### src/rtl/feed_interval_scheduler.sv
// feed_interval_scheduler: counts 1 Hz ticks down from a programmable interval and raises dispense requests
module feed_interval_scheduler #(
    parameter int                    INTERVAL_W       = 17,
    parameter logic [INTERVAL_W-1:0] DEFAULT_INTERVAL = 17'd28800,
    parameter logic [7:0]            ACK_TIMEOUT      = 8'd30
) (
    input  logic                  clk,
    input  logic                  reset,
    input  logic                  tick,
    input  logic                  enable,
    input  logic                  load,
    input  logic [INTERVAL_W-1:0] interval_in,
    input  logic                  feed_now,
    input  logic                  clear_fault,
    input  logic                  dispense_ack,
    output logic                  dispense_req,
    output logic [INTERVAL_W-1:0] remaining,
    output logic [15:0]           feed_count,
    output logic                  overrun,
    output logic                  fault
);
    typedef enum logic [1:0] {IDLE, COUNT, REQ, FAULT} state_t;
    localparam logic [INTERVAL_W-1:0] ONE = INTERVAL_W'(1);
    state_t                state;
    logic [INTERVAL_W-1:0] interval_reg;
    logic [7:0]            tcnt;
    logic [INTERVAL_W-1:0] new_int;
    logic [INTERVAL_W-1:0] reload;
    logic                  last;
    assign new_int = (interval_in == '0) ? ONE : interval_in;
    assign reload  = load ? new_int : interval_reg;
    assign last    = remaining == ONE;
    always_ff @(posedge clk) begin
        if (reset) begin
            state        <= IDLE;
            interval_reg <= DEFAULT_INTERVAL;
            remaining    <= DEFAULT_INTERVAL;
            dispense_req <= 1'b0;
            feed_count   <= '0;
            overrun      <= 1'b0;
            fault        <= 1'b0;
            tcnt         <= '0;
        end else begin
            if (load) interval_reg <= new_int;
            unique case (state)
                IDLE: begin
                    if (feed_now) begin
                        state        <= REQ;
                        dispense_req <= 1'b1;
                        tcnt         <= '0;
                        remaining    <= reload;
                    end else begin
                        if (load) remaining <= new_int;
                        if (enable) state <= COUNT;
                    end
                end
                COUNT: begin
                    // a load suppresses expiry; manual and timed requests merge into one
                    if (feed_now || (enable && tick && last && !load)) begin
                        state        <= REQ;
                        dispense_req <= 1'b1;
                        tcnt         <= '0;
                        remaining    <= reload;
                    end else begin
                        if (load) remaining <= new_int;
                        else if (enable && tick) remaining <= remaining - ONE;
                        if (!enable) state <= IDLE;
                    end
                end
                REQ: begin
                    if (tick) begin
                        remaining <= last ? interval_reg : remaining - ONE;
                        if (last) overrun <= 1'b1;
                    end
                    if (dispense_ack) begin
                        dispense_req <= 1'b0;
                        feed_count   <= feed_count + 16'd1;
                        state        <= enable ? COUNT : IDLE;
                    end else if (tick) begin
                        if (tcnt + 8'd1 == ACK_TIMEOUT) begin
                            state        <= FAULT;
                            dispense_req <= 1'b0;
                            fault        <= 1'b1;
                        end
                        tcnt <= tcnt + 8'd1;
                    end
                end
                FAULT: begin
                    if (clear_fault) begin
                        state <= IDLE;
                        fault <= 1'b0;
                    end
                end
            endcase
        end
    end
endmodule

### config.mk
export PLATFORM = sky130hd
export DESIGN_NAME = feed_interval_scheduler
export DESIGN_NICKNAME = d
export VERILOG_FILES = /design/src/rtl/feed_interval_scheduler.sv
export SDC_FILE = /design/constraint.sdc
export NUM_CORES = 1
export LEC_CHECK = 0
export ABC_CLOCK_PERIOD_IN_PS = 3100
export CAP_MARGIN = 25
export CELL_PAD_IN_SITES_DETAIL_PLACEMENT = 0
export CELL_PAD_IN_SITES_GLOBAL_PLACEMENT = 2
export CORE_AREA = 3 3 168 88
export DETAILED_ROUTE_END_ITERATION = 10
export DIE_AREA = 0 0 171 91
export GPL_ROUTABILITY_DRIVEN = 0
export PLACE_DENSITY = 0.86
export SLEW_MARGIN = 25
export SYNTH_ARGS = -nofsm -noshare
export SYNTH_HDL_FRONTEND = slang
export SYNTH_SLANG_ARGS = --single-unit
### constraint.sdc
create_clock -name clk -period 3.1 [get_ports clk]
set_clock_uncertainty 0.2 [all_clocks]
set_input_delay 0.31 -clock clk [delete_from_list [all_inputs] [get_ports clk]]
set_output_delay 0.31 -clock clk [all_outputs]
set_load 0.05 [all_outputs]
==> results of run 1 <==
-- cell families after synthesis --
| family | after synthesis |
|---|---|
| buffers and inverters | 53 |
| xor gates and xnor gates | 27 |
| adders and majority gates | 10 |
| muxes | 14 |
| AOI/OAI and AO/OA | 143 |
| and+or+nand+nor | 243 |
| DFF | 63 |
-- cell usage in the layout (no fill, tap or decap), types with 3 or more instances in the layout --
| cell | instances |
|---|---|
| nor2_1 | 83 |
| dfxtp_1 | 63 |
| clkdlybuf4s50_1 | 59 |
| nand2_1 | 58 |
| o21ai_0 | 35 |
| a21oi_1 | 31 |
| buf_4 | 20 |
| nand3_1 | 17 |
| inv_1 | 16 |
| xor2_1 | 16 |
| nor3_1 | 15 |
| a211oi_1 | 15 |
| nor2b_1 | 14 |
| nor4_1 | 12 |
| xnor2_1 | 11 |
| mux2i_1 | 10 |
| a2111oi_0 | 10 |
| ha_1 | 10 |
| and3_1 | 9 |
| clkbuf_16 | 9 |
| o211ai_1 | 8 |
| a21boi_0 | 7 |
| or3_1 | 7 |
| nand4_1 | 5 |
| a31oi_1 | 4 |
| and2_1 | 4 |
| a311oi_1 | 4 |
| mux2_2 | 4 |
| nand3b_1 | 3 |
| nor3b_1 | 3 |
| a221oi_1 | 3 |
| buf_12 | 3 |
-- tightest hold or removal path, delay by kind of cell, from the launching register on --
| family | cells | cell delay [ns] |
|---|---|---|
| flops | 1 | 0.33 |
| simple gates | 1 | 0.07 |
| compound gates | 1 | 0.05 |
-- per-layer routing --
| layer | routed length (µm) | vias to the layer above | GRT usage |
|---|---|---|---|
| met4 | 140 | 0 | 0.03882 |
| met2 | 6149 | 110 | 0.2740 |
| li1 | - | 2114 | - |
| met3 | 651 | 14 | 0.03871 |
| met5 | 0 | - | 0 |
| met1 | 6782 | 2013 | 0.2511 |
-- where the power goes --
part / switching [mW] / internal, mW
clock: 0.374 / 0.661
combinational: 0.803 / 0.488
sequential: 0.107 / 0.892
total: 1.28 / 2.04
-- path summary, 6_finish.rpt --
check,slack (ns),from,to
hold / removal,0.27,overrun$_SDFFE_PP0P_,overrun$_SDFFE_PP0P_
setup / recovery,0.30,remaining[4]$_SDFFE_PP0P_,state[0]$_SDFFE_PP0P_
hold reg to reg,0.27,overrun$_SDFFE_PP0P_,overrun$_SDFFE_PP0P_
setup reg to reg,0.30,remaining[4]$_SDFFE_PP0P_,state[0]$_SDFFE_PP0P_
-- layout make-up --
cell class | instances | area [µm²] | area share
Clock buffer | 12 | 256.5 | 0.04835
Clock inverter | 3 | 42.54 | 0.008019
Inverter | 17 | 63.81 | 0.01203
Multi-Input combinational cell | 437 | 2655 | 0.5005
Sequential cell | 63 | 1261 | 0.2377
Tap cell | 176 | 220.2 | 0.04151
Timing Repair Buffer | 83 | 805.8 | 0.1519
==> metrics, run 1 <==
status=completed; Post-synth EDFFs=0; CTS tree=built; fin crit share=0.9048; Synthesis Warnings=0; Min Hold Slack=0.2745 ns; postcts setup bufs=0; dpl cells=around 780; clk_lat worst skew=0.33 ns; Buf/Inv on CP=0; Peak Freq=around 0.36 GHz; top cell type's share of synthesized area=0.3057; Vias=4251; VDD IR-drop max=0.2448 mV; startpoint types=flip-flop; CTS Buffer Depth=2; die area=15560 µm²; crit-path leading delay family=simple AND/OR/NAND/NOR gates; vias in the first global route=4055; final cell count without fillers=approximately 790; Fillers=1423; Mapped Area=slightly above 4000 µm²; diode count=0; final worst slack=0.2951 ns; Critical Path RT=3.08 ns; asr flop ratio synth=0; Synth top cells by count=nor2_1, dfxtp_1, nand2_1; DR WL/cell=17.35 µm; hold buffers post-CTS=0; Max FO, Critical Path=6; WS Path Type=reg2reg; top-count cell post-synth=nor2_1; first-pass iteration count of the detailed router=4; Core ar.=13440 µm²; sequential fraction of the synthesis area=0.3057; Final Hold Fails=0; H-tree Lvls=3; initial antenna violation count=0; GRT Util Overall=0.1767; largest family of logic cells by synthesized area=simple AND/OR/NAND/NOR gates; crit path max-delay cell type=or4_4; Syn Nets=588; PostCTS Resize Cnt=0; leakage=between 1.5 and 2 nW; Netlist cell types=62; Compound-Gate Fraction of Synth Area=0.2323; DRC violations left=0; Ports=61; FP Rows=30; Tightest Pin Transition=0.7128 ns; Port-buffer cells=60; FF+latch count, synth=63; mux cell area share after synthesis=0.03518; Die H=91 µm; CP endpoint kind=flip-flop; Hold Path Depth=2; Top FF cell, synth=dfxtp_1; post-layout min period=2.805 ns; worst slack, placed=around 0.32 ns; Post-DP HPWL=9447 µm; CTS Buf Count=9; DP Area=5006 µm²; first-pass GRT wire length=21980 µm; R2R depth=7; Mapped Cells=about 550; clock transition at the registers of the reported paths=0.05 ns; max incr delay on CP=0.54 ns; Final setup viols=0; Initial DRC Count=approximately 300; final wirelength=13720 µm; Synth Area per Inst=approximately 7.5 µm²; Util after Layout=0.3948; antenna violation net count after detailed routing=0; Pwr Total=3.325 mW; Power Dens Cells=about 630 nW/µm²; vias per cell=5.374; Adder-Cell Fraction of Synth Area=0.03033; final slew viol count=0; pin count of the biggest net entering global routing=37; Finished Cell Area=~5300 µm²; layout cells sized above 1=0.08618; critical path, cell by cell=or4_4 -> nor4b_2 -> nand3_1 -> o311ai_0 -> o211ai_1 -> nor3_1 -> a211oi_1; critical path depth=7; Die Wd=171 µm; Clock Sinks=between 60 and 70; XOR/XNOR share of the synthesized area=0.05732; Layout area overhead=28.60%; ranking of synthesized cells by area=dfxtp_1, nor2_1, nand2_1; worst hold path class=reg2reg; setup tns final=0 ns; Post-Synth Simple-Gate Area=0.2866; CP arrival=2.79 ns; Yosys top cell by area=dfxtp_1; clk root buf=clkbuf_16; RSZ-0062 raised after global routing=no; Starting Density=0.3070; Slew Limit Headroom=0.5243; nets@finish=646; max cap viols=0; grt total ovfl=0
(Power assumes the default switching activity.)
==> run 2, diff against run 1 <==
--- a/config.mk
+++ b/config.mk
@@ -5,8 +5,7 @@
 export SDC_FILE = /design/constraint.sdc
 export NUM_CORES = 1
 export LEC_CHECK = 0
-export ABC_CLOCK_PERIOD_IN_PS = 3100
-export CAP_MARGIN = 25
+export ABC_CLOCK_PERIOD_IN_PS = 2800
 export CELL_PAD_IN_SITES_DETAIL_PLACEMENT = 0
 export CELL_PAD_IN_SITES_GLOBAL_PLACEMENT = 2
 export CORE_AREA = 3 3 168 88
==> constraint.sdc (replaced) <==
create_clock -name clk -period 2.8 [get_ports clk]
set_clock_uncertainty 0.2 [all_clocks]
set_input_delay 0.28 -clock clk [delete_from_list [all_inputs] [get_ports clk]]
set_output_delay 0.28 -clock clk [all_outputs]
set_load 0.05 [all_outputs]
==> run 2 against run 1 <==
Hold slack got worse by 0.015 ns; critical path depth did not move; cell count rose by 2.1%; die area did not move; via count rose by 2.2%; first-iteration DRC count fell by 20%; wire length rose by 0.11%; critical path type unchanged; sequential share of layout area fell by 0.72 points; register-to-register slack got worse by 0.20 ns; global-route usage rose by 0.13 points; core utilization rose by 1.4 points.
==> metrics, run 2 (same netlist as run 1, synthesis figures left out) <==
Initial DRC Count=242 (was 303); H-tree Lvls=3 (unchanged); Slew Limit Headroom=0.5703 (was 0.5243); critical path launch point=remaining[2]$_SDFFE_PP0P_ (was remaining[4]$_SDFFE_PP0P_); Util after Layout=0.4084 (was 0.3948); DR WL/cell=17.00 µm (was 17.35 µm); max incr delay on CP=0.55 ns (was 0.54 ns); final wirelength=13740 µm (was 13720 µm); Final Hold Fails=0 (unchanged); r2r setup slk=0.1 ns (was 0.30 ns); grt total ovfl=0 (unchanged); layout cells sized above 1=0.1171 (was 0.08618); FF-to-FF End=remaining[1]$_SDFFE_PP0P_ (was state[0]$_SDFFE_PP0P_); post-layout min period=2.703 ns (was 2.805 ns); antenna violation net count after detailed routing=0 (unchanged); Clk network pwr share=0.331 (was 0.311); CP arrival=2.73 ns (was 2.79 ns); Die Wd=171 µm (unchanged); dpl cells=790 (was 776); most common cell after layout, fill and taps aside=nor2_1 (unchanged); GRT Util Overall=0.1780 (was 0.1767); Power Dens Cells=710.1 nW/µm² (was 626.7 nW/µm²); CTS Buffer Depth=2 (unchanged); Critical Path RT=2.83 ns (was 3.08 ns); Vias=4346 (was 4251); vias in the first global route=4087 (was 4055); VDD IR-drop max=0.3551 mV (was 0.2448 mV); nets@finish=662 (was 646); Port-buffer cells=60 (unchanged); Final setup viols=0 (unchanged); max cap viols=0 (unchanged); crit path max-delay cell type=or4_4 (unchanged); CTS Buf Count=9 (unchanged); clk_lat worst skew=0.33 ns (about the same); diode count=0 (unchanged); clk root buf=clkbuf_16 (unchanged); Worst setup endpoint=remaining[1]$_SDFFE_PP0P_ (was state[0]$_SDFFE_PP0P_); R2R depth=7 (unchanged); startpoint types=flip-flop (unchanged); Clock Sinks=63 (unchanged); final slew viol count=0 (unchanged); pin count of the biggest net entering global routing=37 (unchanged); worst flop-to-flop path startpoint=remaining[2]$_SDFFE_PP0P_ (was remaining[4]$_SDFFE_PP0P_); Core ar.=13440 µm² (unchanged); crit-path leading delay family=simple AND/OR/NAND/NOR gates (unchanged); CTS tree=built (unchanged); leakage=1.989 nW (was 1.882 nW); critical path, cell by cell=or4_4 -> or4b_4 -> o21ba_1 -> nand2b_4 -> o221ai_1 -> a211oi_1 -> a2111oi_2 (was or4_4 -> nor4b_2 -> nand3_1 -> o311ai_0 -> o211ai_1 -> nor3_1 -> a211oi_1); Comb power frac=0.390 (was 0.388); Starting Density=0.3070 (unchanged); RSZ-0062 raised after global routing=yes (was no); Internal=2.449 mW (was 2.041 mW); worst hold path class=in2reg (was reg2reg); first-pass iteration count of the detailed router=7 (was 4); final cell count without fillers=808 (was 791); critical path depth=7 (unchanged); Die H=91 µm (unchanged); most frequent cells in the layout=nor2_1, dfxtp_1, clkdlybuf4s50_1 (unchanged); FP Rows=30 (unchanged); fin crit share=0.9652 (was 0.9048); Max FO, Critical Path=10 (was 6); share of power burned in registers=0.279 (was 0.301); switching share of power=0.3715 (was 0.3863); Finished Cell Area=5488 µm² (was 5305 µm²); Buf/Inv on CP=0 (unchanged); Tightest Pin Transition=0.6446 ns (was 0.7128 ns); die area=15560 µm² (unchanged); DRC violations left=0 (unchanged); initial antenna violation count=0 (unchanged); Psw=1.448 mW (was 1.284 mW); Post-DP HPWL=9757 µm (was 9447 µm); DP Area=5127 µm² (was 5006 µm²); clock transition at the registers of the reported paths=0.05 ns (about the same); status=completed (unchanged); CP endpoint kind=flip-flop (unchanged); first-pass GRT wire length=22160 µm (was 21980 µm); Peak Freq=0.3700 GHz (was 0.3565 GHz); WS Path Type=reg2reg (unchanged); Ports=61 (unchanged); Layout area overhead=33.03% (was 28.60%); vias per cell=5.379 (was 5.374)
## run 2: cell count changes in the layout (fill, tap and decap cells not counted), sizes merged
cell	before	now
clkinv	2	4
bufinv	1	3
clkinvlp	1	0
clkbuf	12	10
buf	24	40
## run 2: metal layers
layer  wire, µm  GRT usage
met5          0          0
met4        105    0.03146
met3        774    0.03871
met2       6196     0.2793
met1       6663     0.2534
## run 2: how the worst min path moves through the flow
stage	depth (start not counted)	slack [ns]	from	to
floorplan	2	0.23	interval_in[5]	interval_reg[5]$_SDFF_PP0_
global placement	2	0.26	overrun$_SDFFE_PP0P_	overrun$_SDFFE_PP0P_
detailed placement	2	0.26	overrun$_SDFFE_PP0P_	overrun$_SDFFE_PP0P_
CTS	2	0.27	reset	interval_reg[6]$_SDFF_PP0_
global route	2	0.29	reset	feed_count[9]$_SDFFE_PP0P_
finish	2	0.26	reset	interval_reg[6]$_SDFF_PP0_
## run 2: power by group through the flow
stage / sequential, mW / clock (mW) / combinational (mW)
2_1_floorplan: 1.35 / 0 / 0.686
3_3_place_gp: 1.10 / 0 / 1.51
3_5_place_dp: 1.10 / 0 / 1.51
4_1_cts: 1.08 / 1.32 / 1.52
5_1_grt: 1.10 / 1.35 / 1.65
6_report: 1.09 / 1.29 / 1.52
## run 2: through the flow
step                setup slack (ns)  TNS [ns]  hold slack (ns)  total power, mW
finish                       0.09734         0           0.2592            3.897
global route                -0.02079  -0.02895           0.2920            4.103
CTS                          0.09216         0           0.2701            3.921
detailed placement            0.1008         0           0.2642            2.611
global placement              0.1311         0           0.2552            2.614
floorplan                    0.05736         0           0.2273            2.033
## run 2: layout make-up
| type | instances | area, µm² |
|---|---|---|
| fillers | 1406 | 7950 |
| repair buffers | 99 | 942.2 |
| flip-flops and latches | 63 | 1265 |
| clock inverters | 6 | 108.9 |
| clock buffers | 10 | 229.0 |
| well taps | 176 | 220.2 |
| multi-input cells | 437 | 2659 |
| inverters | 17 | 63.81 |
## run 2: repair_timing
action / in CTS / in global routing
resized for setup: 0 / 2
hold buffers: 0 / 0
setup buffers: 0 / 2
endpoints found under the setup margin: 0 / 4
